`src/rtl/iq_dispatch_rr.sv`:
```
// Circular-buffer instruction queue that dispatches its head, in order, to the ROB and to
// one of the ALU reservation stations (chosen round-robin), the branch station or the LSQ.
module iq_dispatch_rr #(
    parameter int DEPTH  = 8,
    parameter int DATA_W = 128,
    parameter int NUM_RS = 4,
    parameter int CNT_W  = 32
) (
    input  logic                       clk,
    input  logic                       rst,
    input  logic                       flush,
    input  logic                       enq_valid,
    input  logic [DATA_W-1:0]          enq_data,
    input  logic [1:0]                 enq_class,
    output logic                       enq_ready,
    output logic [$clog2(DEPTH+1)-1:0] count,
    input  logic                       rob_full,
    input  logic [NUM_RS-1:0]          rs_empty,
    input  logic                       resbr_empty,
    input  logic                       lsq_empty,
    output logic [NUM_RS-1:0]          rs_load,
    output logic                       resbr_load,
    output logic                       lsq_load,
    output logic                       rob_load,
    output logic                       regfile_allocate,
    output logic [DATA_W-1:0]          deq_data,
    output logic [CNT_W-1:0]           stall_cycles
);
    localparam int PTR_W = $clog2(DEPTH);
    localparam int OCC_W = $clog2(DEPTH + 1);
    localparam int RR_W  = (NUM_RS > 1) ? $clog2(NUM_RS) : 1;

    localparam logic [1:0] CLS_ALU    = 2'd0;
    localparam logic [1:0] CLS_BRANCH = 2'd1;
    localparam logic [1:0] CLS_LSQ    = 2'd2;

    logic [DATA_W+1:0] mem [DEPTH];
    logic [PTR_W-1:0]  head, tail;
    logic [OCC_W-1:0]  occ;
    logic [RR_W-1:0]   rr, rr_next, sel_idx, cand;
    logic [RR_W:0]     cand_sum;
    logic [CNT_W-1:0]  stall_q;

    logic              not_empty, full, enq_fire, dispatch, alu_free, target_free;
    logic [DATA_W+1:0] head_entry;
    logic [1:0]        head_class;

    assign not_empty  = (occ != '0);
    assign full       = (occ == OCC_W'(DEPTH));
    assign enq_ready  = ~rst & ~flush & ~full;
    assign enq_fire   = enq_valid & enq_ready;
    assign head_entry = mem[head];
    assign head_class = head_entry[DATA_W+1:DATA_W];
    assign deq_data   = not_empty ? head_entry[DATA_W-1:0] : '0;
    assign count        = occ;
    assign stall_cycles = stall_q;

    // Round-robin scan: descending loop so the lowest offset from rr wins.
    always_comb begin
        alu_free = 1'b0;
        sel_idx  = '0;
        cand_sum = '0;
        cand     = '0;
        for (int k = NUM_RS - 1; k >= 0; k--) begin
            cand_sum = {1'b0, rr} + (RR_W+1)'(k);
            if (cand_sum >= (RR_W+1)'(NUM_RS))
                cand_sum = cand_sum - (RR_W+1)'(NUM_RS);
            cand = cand_sum[RR_W-1:0];
            if (rs_empty[cand]) begin
                alu_free = 1'b1;
                sel_idx  = cand;
            end
        end
        rr_next = (sel_idx == RR_W'(NUM_RS - 1)) ? '0 : sel_idx + 1'b1;
    end

    always_comb begin
        case (head_class)
            CLS_ALU:    target_free = alu_free;
            CLS_BRANCH: target_free = resbr_empty;
            CLS_LSQ:    target_free = lsq_empty;
            default:    target_free = 1'b1;
        endcase
        dispatch = not_empty & ~rob_full & ~flush & ~rst & target_free;
    end

    always_comb begin
        rs_load          = '0;
        resbr_load       = 1'b0;
        lsq_load         = 1'b0;
        rob_load         = dispatch;
        regfile_allocate = dispatch & ((head_class == CLS_ALU) | (head_class == CLS_LSQ));
        if (dispatch) begin
            case (head_class)
                CLS_ALU:    rs_load    = NUM_RS'(1) << sel_idx;
                CLS_BRANCH: resbr_load = 1'b1;
                CLS_LSQ:    lsq_load   = 1'b1;
                default:    ;
            endcase
        end
    end

    // Payload storage carries no reset; only pointers and counters do.
    always_ff @(posedge clk) begin
        if (enq_fire)
            mem[tail] <= {enq_class, enq_data};
    end

    always_ff @(posedge clk) begin
        if (rst) begin
            head    <= '0;
            tail    <= '0;
            occ     <= '0;
            rr      <= '0;
            stall_q <= '0;
        end else if (flush) begin
            head <= '0;
            tail <= '0;
            occ  <= '0;
        end else begin
            if (enq_fire)
                tail <= tail + 1'b1;
            if (dispatch)
                head <= head + 1'b1;
            case ({enq_fire, dispatch})
                2'b10:   occ <= occ + 1'b1;
                2'b01:   occ <= occ - 1'b1;
                default: ;
            endcase
            if (dispatch && head_class == CLS_ALU)
                rr <= rr_next;
            if (not_empty && !dispatch && stall_q != '1)
                stall_q <= stall_q + 1'b1;
        end
    end
endmodule

```
`config.mk`:
```
export PLATFORM = sky130hd
export DESIGN_NAME = iq_dispatch_rr
export DESIGN_NICKNAME = d
export VERILOG_FILES = /design/src/rtl/iq_dispatch_rr.sv
export SDC_FILE = /design/constraint.sdc
export NUM_CORES = 1
export LEC_CHECK = 0
export BUFFER_PORTS_ARGS = -buffer_cell sky130_fd_sc_hd__clkbuf_2
export CAP_MARGIN = 20
export CORE_ASPECT_RATIO = 0.5
export CORE_MARGIN = 5
export CORE_UTILIZATION = 45
export DETAILED_ROUTE_END_ITERATION = 8
export PLACE_DENSITY_LB_ADDON = 0.15
export SYNTH_ARGS = -nofsm -noshare
export SYNTH_HDL_FRONTEND = slang
export SYNTH_SLANG_ARGS = --single-unit
```
`constraint.sdc`:
```
create_clock -name clk -period 28.6 [get_ports clk]
set_input_delay 7.15 -clock clk [delete_from_list [all_inputs] [get_ports clk]]
set_output_delay 7.15 -clock clk [all_outputs]
set_load 0.05 [all_outputs]
```
==> results of run 1 <==
==> critical path, delay by kind of cell <==
family / cells / cell delay (ps)
and+or+nand+nor: 2 / 980
buffers and inverters: 4 / 1500
AOI/OAI and AO/OA: 1 / 240
==> power groups by stage <==
stage,registers (mW),clock network (mW),logic (mW)
CTS,1.75,1.28,0.0651
global placement,1.78,0,0.0630
detailed placement,1.78,0,0.0649
global route,1.75,1.35,0.0700
floorplan,1.79,0,0.0280
finish,1.75,1.25,0.0637
==> registers in the layout, indices dropped and copies added (netlist names), named ones only <==
| signal | cells |
|---|---|
| count | 4 |
| head | 3 |
| mem | 1040 |
| rr | 2 |
| stall_cycles | 32 |
| tail | 3 |
==> cell families after synthesis <==
kind of cell / Yosys count / synth area share
flops: 1087 / 0.767
simple gates: 293 / 0.0335
xor+xnor: 7 / 0.00146
mux: 403 / 0.174
buf+inv: 116 / 0.0111
fa+ha+maj: 10 / 0.00298
compound gates: 72 / 0.0105
==> placed cells by master, fill, tap and decap left out, types with 4 or more instances in the layout <==
master / synthesis / routed
sky130_fd_sc_hd__mux4_2: 259 / 259
sky130_fd_sc_hd__dfxtp_1: 47 / 44
sky130_fd_sc_hd__or3_1: 16 / 16
sky130_fd_sc_hd__edfxtp_1: 1040 / 1040
sky130_fd_sc_hd__diode_2: 0 / 6
sky130_fd_sc_hd__or4_1: 13 / 13
sky130_fd_sc_hd__clkbuf_1: 54 / 22
sky130_fd_sc_hd__inv_1: 7 / 7
sky130_fd_sc_hd__nand3_1: 12 / 12
sky130_fd_sc_hd__clkbuf_16: 0 / 99
sky130_fd_sc_hd__and3_1: 6 / 6
sky130_fd_sc_hd__a21oi_1: 33 / 33
sky130_fd_sc_hd__nor2_1: 151 / 150
sky130_fd_sc_hd__and4_1: 4 / 4
sky130_fd_sc_hd__nand4_1: 13 / 13
sky130_fd_sc_hd__o21ai_0: 16 / 16
sky130_fd_sc_hd__nand2_1: 25 / 25
sky130_fd_sc_hd__clkinv_2: 0 / 20
sky130_fd_sc_hd__ha_1: 10 / 10
sky130_fd_sc_hd__bufinv_16: 0 / 6
sky130_fd_sc_hd__clkbuf_2: 0 / 313
sky130_fd_sc_hd__mux2_2: 5 / 5
sky130_fd_sc_hd__mux2i_1: 137 / 137
sky130_fd_sc_hd__and2_1: 8 / 8
sky130_fd_sc_hd__nor2b_1: 6 / 6
sky130_fd_sc_hd__nor3_1: 19 / 16
sky130_fd_sc_hd__xor2_1: 4 / 4
sky130_fd_sc_hd__clkinv_1: 0 / 23
sky130_fd_sc_hd__buf_4: 2 / 35
sky130_fd_sc_hd__o31ai_1: 11 / 11
==> worst min-delay path by stage <==
stage,startpoint,to,slack (ps),cells past startpoint
3_5_place_dp,head[2],register,450,1
2_1_floorplan,head[2],register,430,1
6_report,head[2],register,450,1
4_1_cts,head[2],register,460,1
3_3_place_gp,head[2],register,430,1
5_1_grt,head[2],register,480,1
==> area by class of cell <==
| type | count | area share |
|---|---|---|
| diodes | 6 | 0.000312 |
| well taps | 1255 | 0.0327 |
| clock buffers | 121 | 0.0533 |
| clock inverters | 53 | 0.00864 |
| flip-flops and latches | 1087 | 0.670 |
| inverters | 7 | 0.000547 |
| repair buffers | 352 | 0.0399 |
| multi-input cells | 785 | 0.195 |
==> routing by layer <==
| metal | wire length, um | vias to the layer above | global-route usage |
|---|---|---|---|
| li1 | - | 8900 | - |
| met1 | 39300 | 10766 | 0.252 |
| met2 | 46500 | 421 | 0.306 |
| met3 | 4070 | 111 | 0.0347 |
| met4 | 1650 | 6 | 0.0466 |
| met5 | 35 | - | 0 |
==> per-stage QoR <==
stage	power (mW)	hold WS, ps	cells
5_1_grt	3.17	475	3666
6_report	3.06	455	3666
4_1_cts	3.10	461	3659
3_5_place_dp	1.85	450	3485
2_1_floorplan	1.82	427	1988
3_3_place_gp	1.85	432	3485
==> flow_results.xml, run 1 <==
<?xml version="1.0" encoding="UTF-8"?>
<metrics>
  <group name="detailed_routing">
    <metric name="routed-via-count" unit="">20204</metric>
    <metric name="viasPerCell" unit="">5.51</metric>
    <metric name="antenna_left" unit="">0</metric>
    <metric name="average_wire_per_standard_cell" unit="um">25.0</metric>
    <metric name="drcViolationCount" unit="">0</metric>
    <metric name="drt_pass1_iterations" unit="">5</metric>
    <metric name="initialDrtViolationCount" unit="">1483</metric>
    <metric name="totalWireLength" unit="um">91600</metric>
  </group>
  <group name="final_layout">
    <metric name="drive_gt1_frac" unit="">0.317</metric>
    <metric name="multiInputGateArea" unit="um^2">9380</metric>
    <metric name="syn_to_final_growth" unit="%">14.5</metric>
    <metric name="final_cell_area" unit="um^2">48100</metric>
    <metric name="share_of_the_core_filled_with_cells" unit="">0.518</metric>
    <metric name="nNetsFinal" unit="">2479</metric>
    <metric name="fillCellCount" unit="">7408</metric>
    <metric name="regArea" unit="um^2">32200</metric>
  </group>
  <group name="timing">
    <metric name="maxSlewViolCount" unit="">0</metric>
    <metric name="worstMarginPinSlew" unit="ps">1030</metric>
    <metric name="rsz0062_at_grt" unit="">no</metric>
    <metric name="worst_clock_skew" unit="ps">14.4</metric>
    <metric name="sum_of_negative_setup_slack" unit="ps">0</metric>
    <metric name="final_hold_viol_count" unit="">0</metric>
    <metric name="period_share" unit="">0.596</metric>
    <metric name="setup-violations-final" unit="">0</metric>
    <metric name="maxSlewHeadroom" unit="">0.312</metric>
    <metric name="worst_slack" unit="ps">11540</metric>
    <metric name="period_needed" unit="ps">17060</metric>
    <metric name="clock.fmax" unit="GHz">0.0586</metric>
  </group>
  <group name="synth">
    <metric name="synth_seq_area_share" unit="">0.767</metric>
    <metric name="leading_post_synthesis_cells_by_instance_count" unit="">sky130_fd_sc_hd__edfxtp_1, sky130_fd_sc_hd__mux4_2, sky130_fd_sc_hd__nor2_1</metric>
    <metric name="cells_taking_the_most_area_after_synthesis" unit="">sky130_fd_sc_hd__edfxtp_1, sky130_fd_sc_hd__mux4_2, sky130_fd_sc_hd__mux2i_1</metric>
    <metric name="gate_count_of_the_mapped_netlist" unit="">1988</metric>
    <metric name="post-synth-top-count-cell" unit="">sky130_fd_sc_hd__edfxtp_1</metric>
    <metric name="async_sr_flop_fraction" unit="">0</metric>
    <metric name="synth-warning-count" unit="">0</metric>
    <metric name="synth_area_per_cell" unit="um^2">21.1</metric>
    <metric name="synthFlopType" unit="">sky130_fd_sc_hd__edfxtp_1</metric>
    <metric name="synth.distinct_cells" unit="">47</metric>
    <metric name="synth_top_cell_by_area" unit="">sky130_fd_sc_hd__edfxtp_1</metric>
    <metric name="synth-edff-count" unit="">1040</metric>
    <metric name="synth.net_count" unit="">2139</metric>
    <metric name="synth_top_area_frac" unit="">0.744</metric>
    <metric name="ys_seq_elements" unit="">1087</metric>
    <metric name="post_synthesis_instance_area" unit="um^2">42000</metric>
  </group>
  <group name="worst_setup_path">
    <metric name="crit_chain" unit="">clkbuf_2, or2_2, nor3_1, inv_1, a211oi_4, buf_4, clkbuf_2</metric>
    <metric name="slowest_stage_delay_on_critical_path" unit="ps">590</metric>
    <metric name="cp-startpoint" unit="">rst</metric>
    <metric name="crit_path_max_fanout" unit="">65</metric>
    <metric name="r2r_slack" unit="ps">23730</metric>
    <metric name="cp_common_cell" unit="">sky130_fd_sc_hd__clkbuf_2</metric>
    <metric name="ff2ff_path_depth" unit="">12</metric>
    <metric name="critPathSlowestCell" unit="">sky130_fd_sc_hd__or2_2</metric>
    <metric name="worst_ep_arrival_time" unit="ps">9910</metric>
    <metric name="critPathKind" unit="">input pin to output port</metric>
    <metric name="timing.rr.end" unit="">count[2]</metric>
    <metric name="cp-endpoint" unit="">rob_load</metric>
    <metric name="critical_path_required" unit="ps">21450</metric>
    <metric name="endpoint_kind" unit="">output port</metric>
    <metric name="worst_setup_path_start_kind" unit="">input pin</metric>
  </group>
  <group name="power_and_ir_drop">
    <metric name="clockPowerShare" unit="">0.408</metric>
    <metric name="swShare" unit="">0.199</metric>
    <metric name="p_int" unit="mW">2.45</metric>
    <metric name="comb_power_share" unit="">0.021</metric>
    <metric name="seq_power_share" unit="">0.572</metric>
    <metric name="static-leakage-power" unit="nW">15.0</metric>
    <metric name="power_per_cell_area" unit="nW/um^2">63.7</metric>
    <metric name="p_switching" unit="mW">0.608</metric>
    <metric name="max_rail_drop_vdd" unit="uV">41.8</metric>
  </group>
  <group name="clock_network">
    <metric name="root_buffer" unit="">sky130_fd_sc_hd__clkbuf_16</metric>
    <metric name="clock_insertion_delay_at_the_later_pin_of_the_skew_report" unit="ps">680</metric>
    <metric name="tritoncts" unit="">built</metric>
    <metric name="hold_buffers" unit="">0</metric>
    <metric name="ctsResizeCount" unit="">0</metric>
    <metric name="postcts_setup_bufs" unit="">0</metric>
    <metric name="path_clk_slew" unit="ps">70</metric>
    <metric name="cts_max_level" unit="">3</metric>
    <metric name="clkSinkCount" unit="">1087</metric>
    <metric name="numCtsBuffers" unit="">95</metric>
    <metric name="clk_path_buf_depth" unit="">3</metric>
  </group>
  <group name="global_route">
    <metric name="pin_count_of_the_biggest_net_entering_global_routing" unit="">145</metric>
    <metric name="grt_overflow_total" unit="">0</metric>
    <metric name="number_of_antenna_violations_at_the_first_check_in_global_routing" unit="">10</metric>
    <metric name="grt_pass1_vias" unit="">20936</metric>
    <metric name="grt_pass1_wl" unit="um">137000</metric>
    <metric name="global_route.usage.total" unit="">0.183</metric>
  </group>
  <group name="place">
    <metric name="placement.cell_area" unit="um^2">45000</metric>
    <metric name="hpwl" unit="um">48600</metric>
    <metric name="place_ws" unit="ps">11480</metric>
    <metric name="finalWeightedCongestion" unit="">0.742</metric>
    <metric name="place.port_buffers" unit="">313</metric>
  </group>
  <group name="flow_run">
    <metric name="max_cap_violations" unit="">0</metric>
  </group>
  <group name="floorplan">
    <metric name="design.die.area" unit="um^2">99800</metric>
    <metric name="die_width" unit="um">442</metric>
    <metric name="io_pins" unit="">314</metric>
    <metric name="starting_density_of_the_core" unit="">0.453</metric>
    <metric name="std_cell_rows" unit="">79</metric>
    <metric name="core_region_area" unit="um^2">92700</metric>
    <metric name="die_y" unit="um">226</metric>
  </group>
  <group name="outcome">
    <metric name="run_status" unit="">finished, final reports clean</metric>
  </group>
  <group name="min_path">
    <metric name="min_path_type" unit="">register to register</metric>
  </group>
</metrics>
No activity file was read; power rests on OpenSTA's default activity.
==> run 2, diff against run 1 <==
--- a/config.mk
+++ b/config.mk
@@ -5,6 +5,7 @@
 export SDC_FILE = /design/constraint.sdc
 export NUM_CORES = 1
 export LEC_CHECK = 0
+export ABC_AREA = 1
 export BUFFER_PORTS_ARGS = -buffer_cell sky130_fd_sc_hd__clkbuf_2
 export CAP_MARGIN = 20
 export CORE_ASPECT_RATIO = 0.5
==> constraint.sdc (replaced) <==
create_clock -name clk -period 15.8 [get_ports clk]
set_input_delay 3.95 -clock clk [delete_from_list [all_inputs] [get_ports clk]]
set_output_delay 3.95 -clock clk [all_outputs]
set_load 0.05 [all_outputs]
==> run 2 against run 1 <==
Effect of this change:
- core utilization fell by 0.39 points
- die area up 2.8%
- clock skew increased by 9.2 ps
- design area increased by 2.0%
- non-clock buffer count unchanged
- via count increased by 38%
- flip-flop and latch count did not move
- hold slack improved by 50 ps
- total power up 88%
- cell count rose by 38%
- register-to-register slack got worse by 12000 ps
- highest routed layer unchanged
==> flow_results.xml, run 2 <==
<?xml version="1.0" encoding="UTF-8"?>
<metrics>
  <group name="final_layout">
    <metric name="share_of_the_core_filled_with_cells" unit="">0.515</metric>
    <metric name="mostFrequentLayoutCell" unit="">sky130_fd_sc_hd__edfxtp_1</metric>
    <metric name="largest_register_ff_count" unit="">1040</metric>
    <metric name="final_cell_area" unit="um^2">49000</metric>
    <metric name="drive_gt1_frac" unit="">0.134</metric>
    <metric name="syn_to_final_growth" unit="%">13.6</metric>
    <metric name="top_register" unit="">mem</metric>
    <metric name="layout.cells.most_common_list" unit="">sky130_fd_sc_hd__edfxtp_1, sky130_fd_sc_hd__nor2_1, sky130_fd_sc_hd__o21ai_0, sky130_fd_sc_hd__clkbuf_2, sky130_fd_sc_hd__nand2_1</metric>
    <metric name="fillCellCount" unit="">8192</metric>
    <metric name="nNetsFinal" unit="">3869</metric>
  </group>
  <group name="synth">
    <metric name="post-synth-top-count-cell" unit="">sky130_fd_sc_hd__edfxtp_1</metric>
    <metric name="synth.distinct_cells" unit="">34</metric>
    <metric name="ys_seq_elements" unit="">1087</metric>
    <metric name="synthFlopType" unit="">sky130_fd_sc_hd__edfxtp_1</metric>
    <metric name="gate_count_of_the_mapped_netlist" unit="">3498</metric>
    <metric name="synth.net_count" unit="">3649</metric>
    <metric name="leading_post_synthesis_cells_by_instance_count" unit="">sky130_fd_sc_hd__edfxtp_1, sky130_fd_sc_hd__nor2_1, sky130_fd_sc_hd__o21ai_0</metric>
    <metric name="async_sr_flop_fraction" unit="">0</metric>
    <metric name="synth-edff-count" unit="">1040</metric>
    <metric name="synth-warning-count" unit="">0</metric>
    <metric name="cells_taking_the_most_area_after_synthesis" unit="">sky130_fd_sc_hd__edfxtp_1, sky130_fd_sc_hd__o21ai_0, sky130_fd_sc_hd__nor2_1</metric>
    <metric name="post_synthesis_instance_area" unit="um^2">43200</metric>
    <metric name="synth_top_area_frac" unit="">0.723</metric>
    <metric name="synth_seq_area_share" unit="">0.745</metric>
    <metric name="synth_area_per_cell" unit="um^2">12.3</metric>
    <metric name="synth_top_cell_by_area" unit="">sky130_fd_sc_hd__edfxtp_1</metric>
  </group>
  <group name="place">
    <metric name="finalWeightedCongestion" unit="">0.856</metric>
    <metric name="place.port_buffers" unit="">313</metric>
    <metric name="hpwl" unit="um">54400</metric>
    <metric name="placement.cell_area" unit="um^2">45800</metric>
  </group>
  <group name="floorplan">
    <metric name="die_width" unit="um">448</metric>
    <metric name="std_cell_rows" unit="">80</metric>
    <metric name="io_pins" unit="">314</metric>
    <metric name="starting_density_of_the_core" unit="">0.453</metric>
    <metric name="core_region_area" unit="um^2">95300</metric>
    <metric name="die_y" unit="um">229</metric>
    <metric name="design.die.area" unit="um^2">103000</metric>
  </group>
  <group name="global_route">
    <metric name="global_route.usage.total" unit="">0.208</metric>
    <metric name="number_of_antenna_violations_at_the_first_check_in_global_routing" unit="">14</metric>
    <metric name="grt_pass1_wl" unit="um">164000</metric>
    <metric name="pin_count_of_the_biggest_net_entering_global_routing" unit="">231</metric>
    <metric name="grt_overflow_total" unit="">0</metric>
    <metric name="grt_pass1_vias" unit="">26739</metric>
  </group>
  <group name="timing">
    <metric name="sum_of_negative_setup_slack" unit="ps">0</metric>
    <metric name="worstMarginPinSlew" unit="ps">1150</metric>
    <metric name="clock.fmax" unit="GHz">0.101</metric>
    <metric name="maxSlewHeadroom" unit="">0.231</metric>
    <metric name="period_share" unit="">0.627</metric>
    <metric name="holdWs" unit="ps">504</metric>
    <metric name="rsz0062_at_grt" unit="">no</metric>
    <metric name="setup-violations-final" unit="">0</metric>
    <metric name="period_needed" unit="ps">9910</metric>
    <metric name="final_hold_viol_count" unit="">0</metric>
    <metric name="maxSlewViolCount" unit="">0</metric>
    <metric name="worst_clock_skew" unit="ps">23.6</metric>
  </group>
  <group name="worst_setup_path">
    <metric name="endpoint_kind" unit="">output port</metric>
    <metric name="worst_ep_arrival_time" unit="ps">5960</metric>
    <metric name="critical_path_required" unit="ps">11850</metric>
    <metric name="critPathKind" unit="">input pin to output port</metric>
    <metric name="reg2reg_from" unit="">count[0]</metric>
    <metric name="critPathSlowestCell" unit="">sky130_fd_sc_hd__nor2_1</metric>
    <metric name="crit_path_max_fanout" unit="">17</metric>
    <metric name="cp-startpoint" unit="">rst</metric>
    <metric name="worst_setup_path_start_kind" unit="">input pin</metric>
    <metric name="crit_chain" unit="">clkbuf_2, nor2_1, inv_1, nor3b_1, nand2_2, inv_2, nand2_2, nor2_1, clkbuf_2</metric>
    <metric name="slowest_stage_delay_on_critical_path" unit="ps">340</metric>
  </group>
  <group name="clock_network">
    <metric name="clk_path_buf_depth" unit="">3</metric>
    <metric name="clock_insertion_delay_at_the_later_pin_of_the_skew_report" unit="ps">700</metric>
    <metric name="root_buffer" unit="">sky130_fd_sc_hd__clkbuf_16</metric>
    <metric name="tritoncts" unit="">built</metric>
    <metric name="cts_max_level" unit="">3</metric>
    <metric name="postcts_setup_bufs" unit="">0</metric>
    <metric name="clkSinkCount" unit="">1087</metric>
    <metric name="ctsResizeCount" unit="">0</metric>
    <metric name="hold_buffers" unit="">0</metric>
    <metric name="numCtsBuffers" unit="">97</metric>
    <metric name="path_clk_slew" unit="ps">60</metric>
  </group>
  <group name="outcome">
    <metric name="run_status" unit="">finished, final reports clean</metric>
  </group>
  <group name="detailed_routing">
    <metric name="initialDrtViolationCount" unit="">2413</metric>
    <metric name="routed-via-count" unit="">27922</metric>
    <metric name="totalWireLength" unit="um">108000</metric>
    <metric name="drcViolationCount" unit="">0</metric>
    <metric name="viasPerCell" unit="">5.50</metric>
    <metric name="antenna_left" unit="">0</metric>
    <metric name="average_wire_per_standard_cell" unit="um">21.3</metric>
    <metric name="drt_pass1_iterations" unit="">5</metric>
  </group>
  <group name="min_path">
    <metric name="worstHoldStart" unit="">head[2]</metric>
    <metric name="min_path_type" unit="">register to register</metric>
  </group>
  <group name="power_and_ir_drop">
    <metric name="max_rail_drop_vdd" unit="uV">82.0</metric>
    <metric name="static-leakage-power" unit="nW">16.7</metric>
    <metric name="total_power" unit="mW">5.77</metric>
    <metric name="power_per_cell_area" unit="nW/um^2">118</metric>
  </group>
  <group name="flow_run">
    <metric name="max_cap_violations" unit="">0</metric>
  </group>
</metrics>
==> run 2: cell families (layout without fill, tap and decap cells) <==
kind of cell,after synthesis,in the layout,share of synthesized area
flip-flops,1087,1087,0.745
buffers and inverters,339,638,0.0319
AO/OA/AOI/OAI,926,926,0.115
adder cells (fa/ha/maj),10,10,0.00290
other,0,7,0
XOR/XNOR,8,8,0.00162
AND/OR/NAND/NOR,1128,1128,0.104
==> run 2: report_power, final <==
part / switching (mW) / internal, mW
Clock: 1.06 / 1.34
Sequential: 0.00438 / 3.17
Combinational: 0.153 / 0.0432
Total: 1.22 / 4.55
==> run 2: worst paths after layout <==
path	cells past startpoint	slack (ps)	to
setup reg to reg	8	11740	mem[6][83]
hold / removal	2	500	head[2]
hold reg to reg	2	500	head[2]
setup / recovery	9	5890	rs_load[1]
==> run 2: per-stage QoR <==
step / setup slack, ps / instances
2_1_floorplan: 3820 / 3498
3_3_place_gp: 5890 / 4890
3_5_place_dp: 5790 / 4890
4_1_cts: 5780 / 5068
5_1_grt: 5640 / 5075
6_report: 5890 / 5075
==> run 2: critical path: cells and delay by family <==
family,cells,cell delay [ps]
buffers and inverters,4,930
and+or+nand+nor,5,1050
==> run 2: layout make-up <==
| cell class | instances | area, um^2 | area share |
|---|---|---|---|
| Sequential cell | 1087 | 32200 | 0.656 |
| Multi-Input combinational cell | 2072 | 9690 | 0.198 |
| Clock buffer | 120 | 2580 | 0.0526 |
| Timing Repair Buffer | 352 | 1930 | 0.0395 |
| Tap cell | 1271 | 1590 | 0.0324 |
| Clock inverter | 58 | 601 | 0.0122 |
| Inverter | 108 | 437 | 0.00891 |
| Antenna cell | 7 | 17.5 | 0.000357 |
==> run 2: per-layer routing <==
layer  vias up  track usage  part of all wire
li1      13152            -                 -
met1     13861        0.295              0.45
met2       749        0.330              0.47
met3       150       0.0378             0.055
met4        10       0.0607             0.023
met5         -            0           0.00064
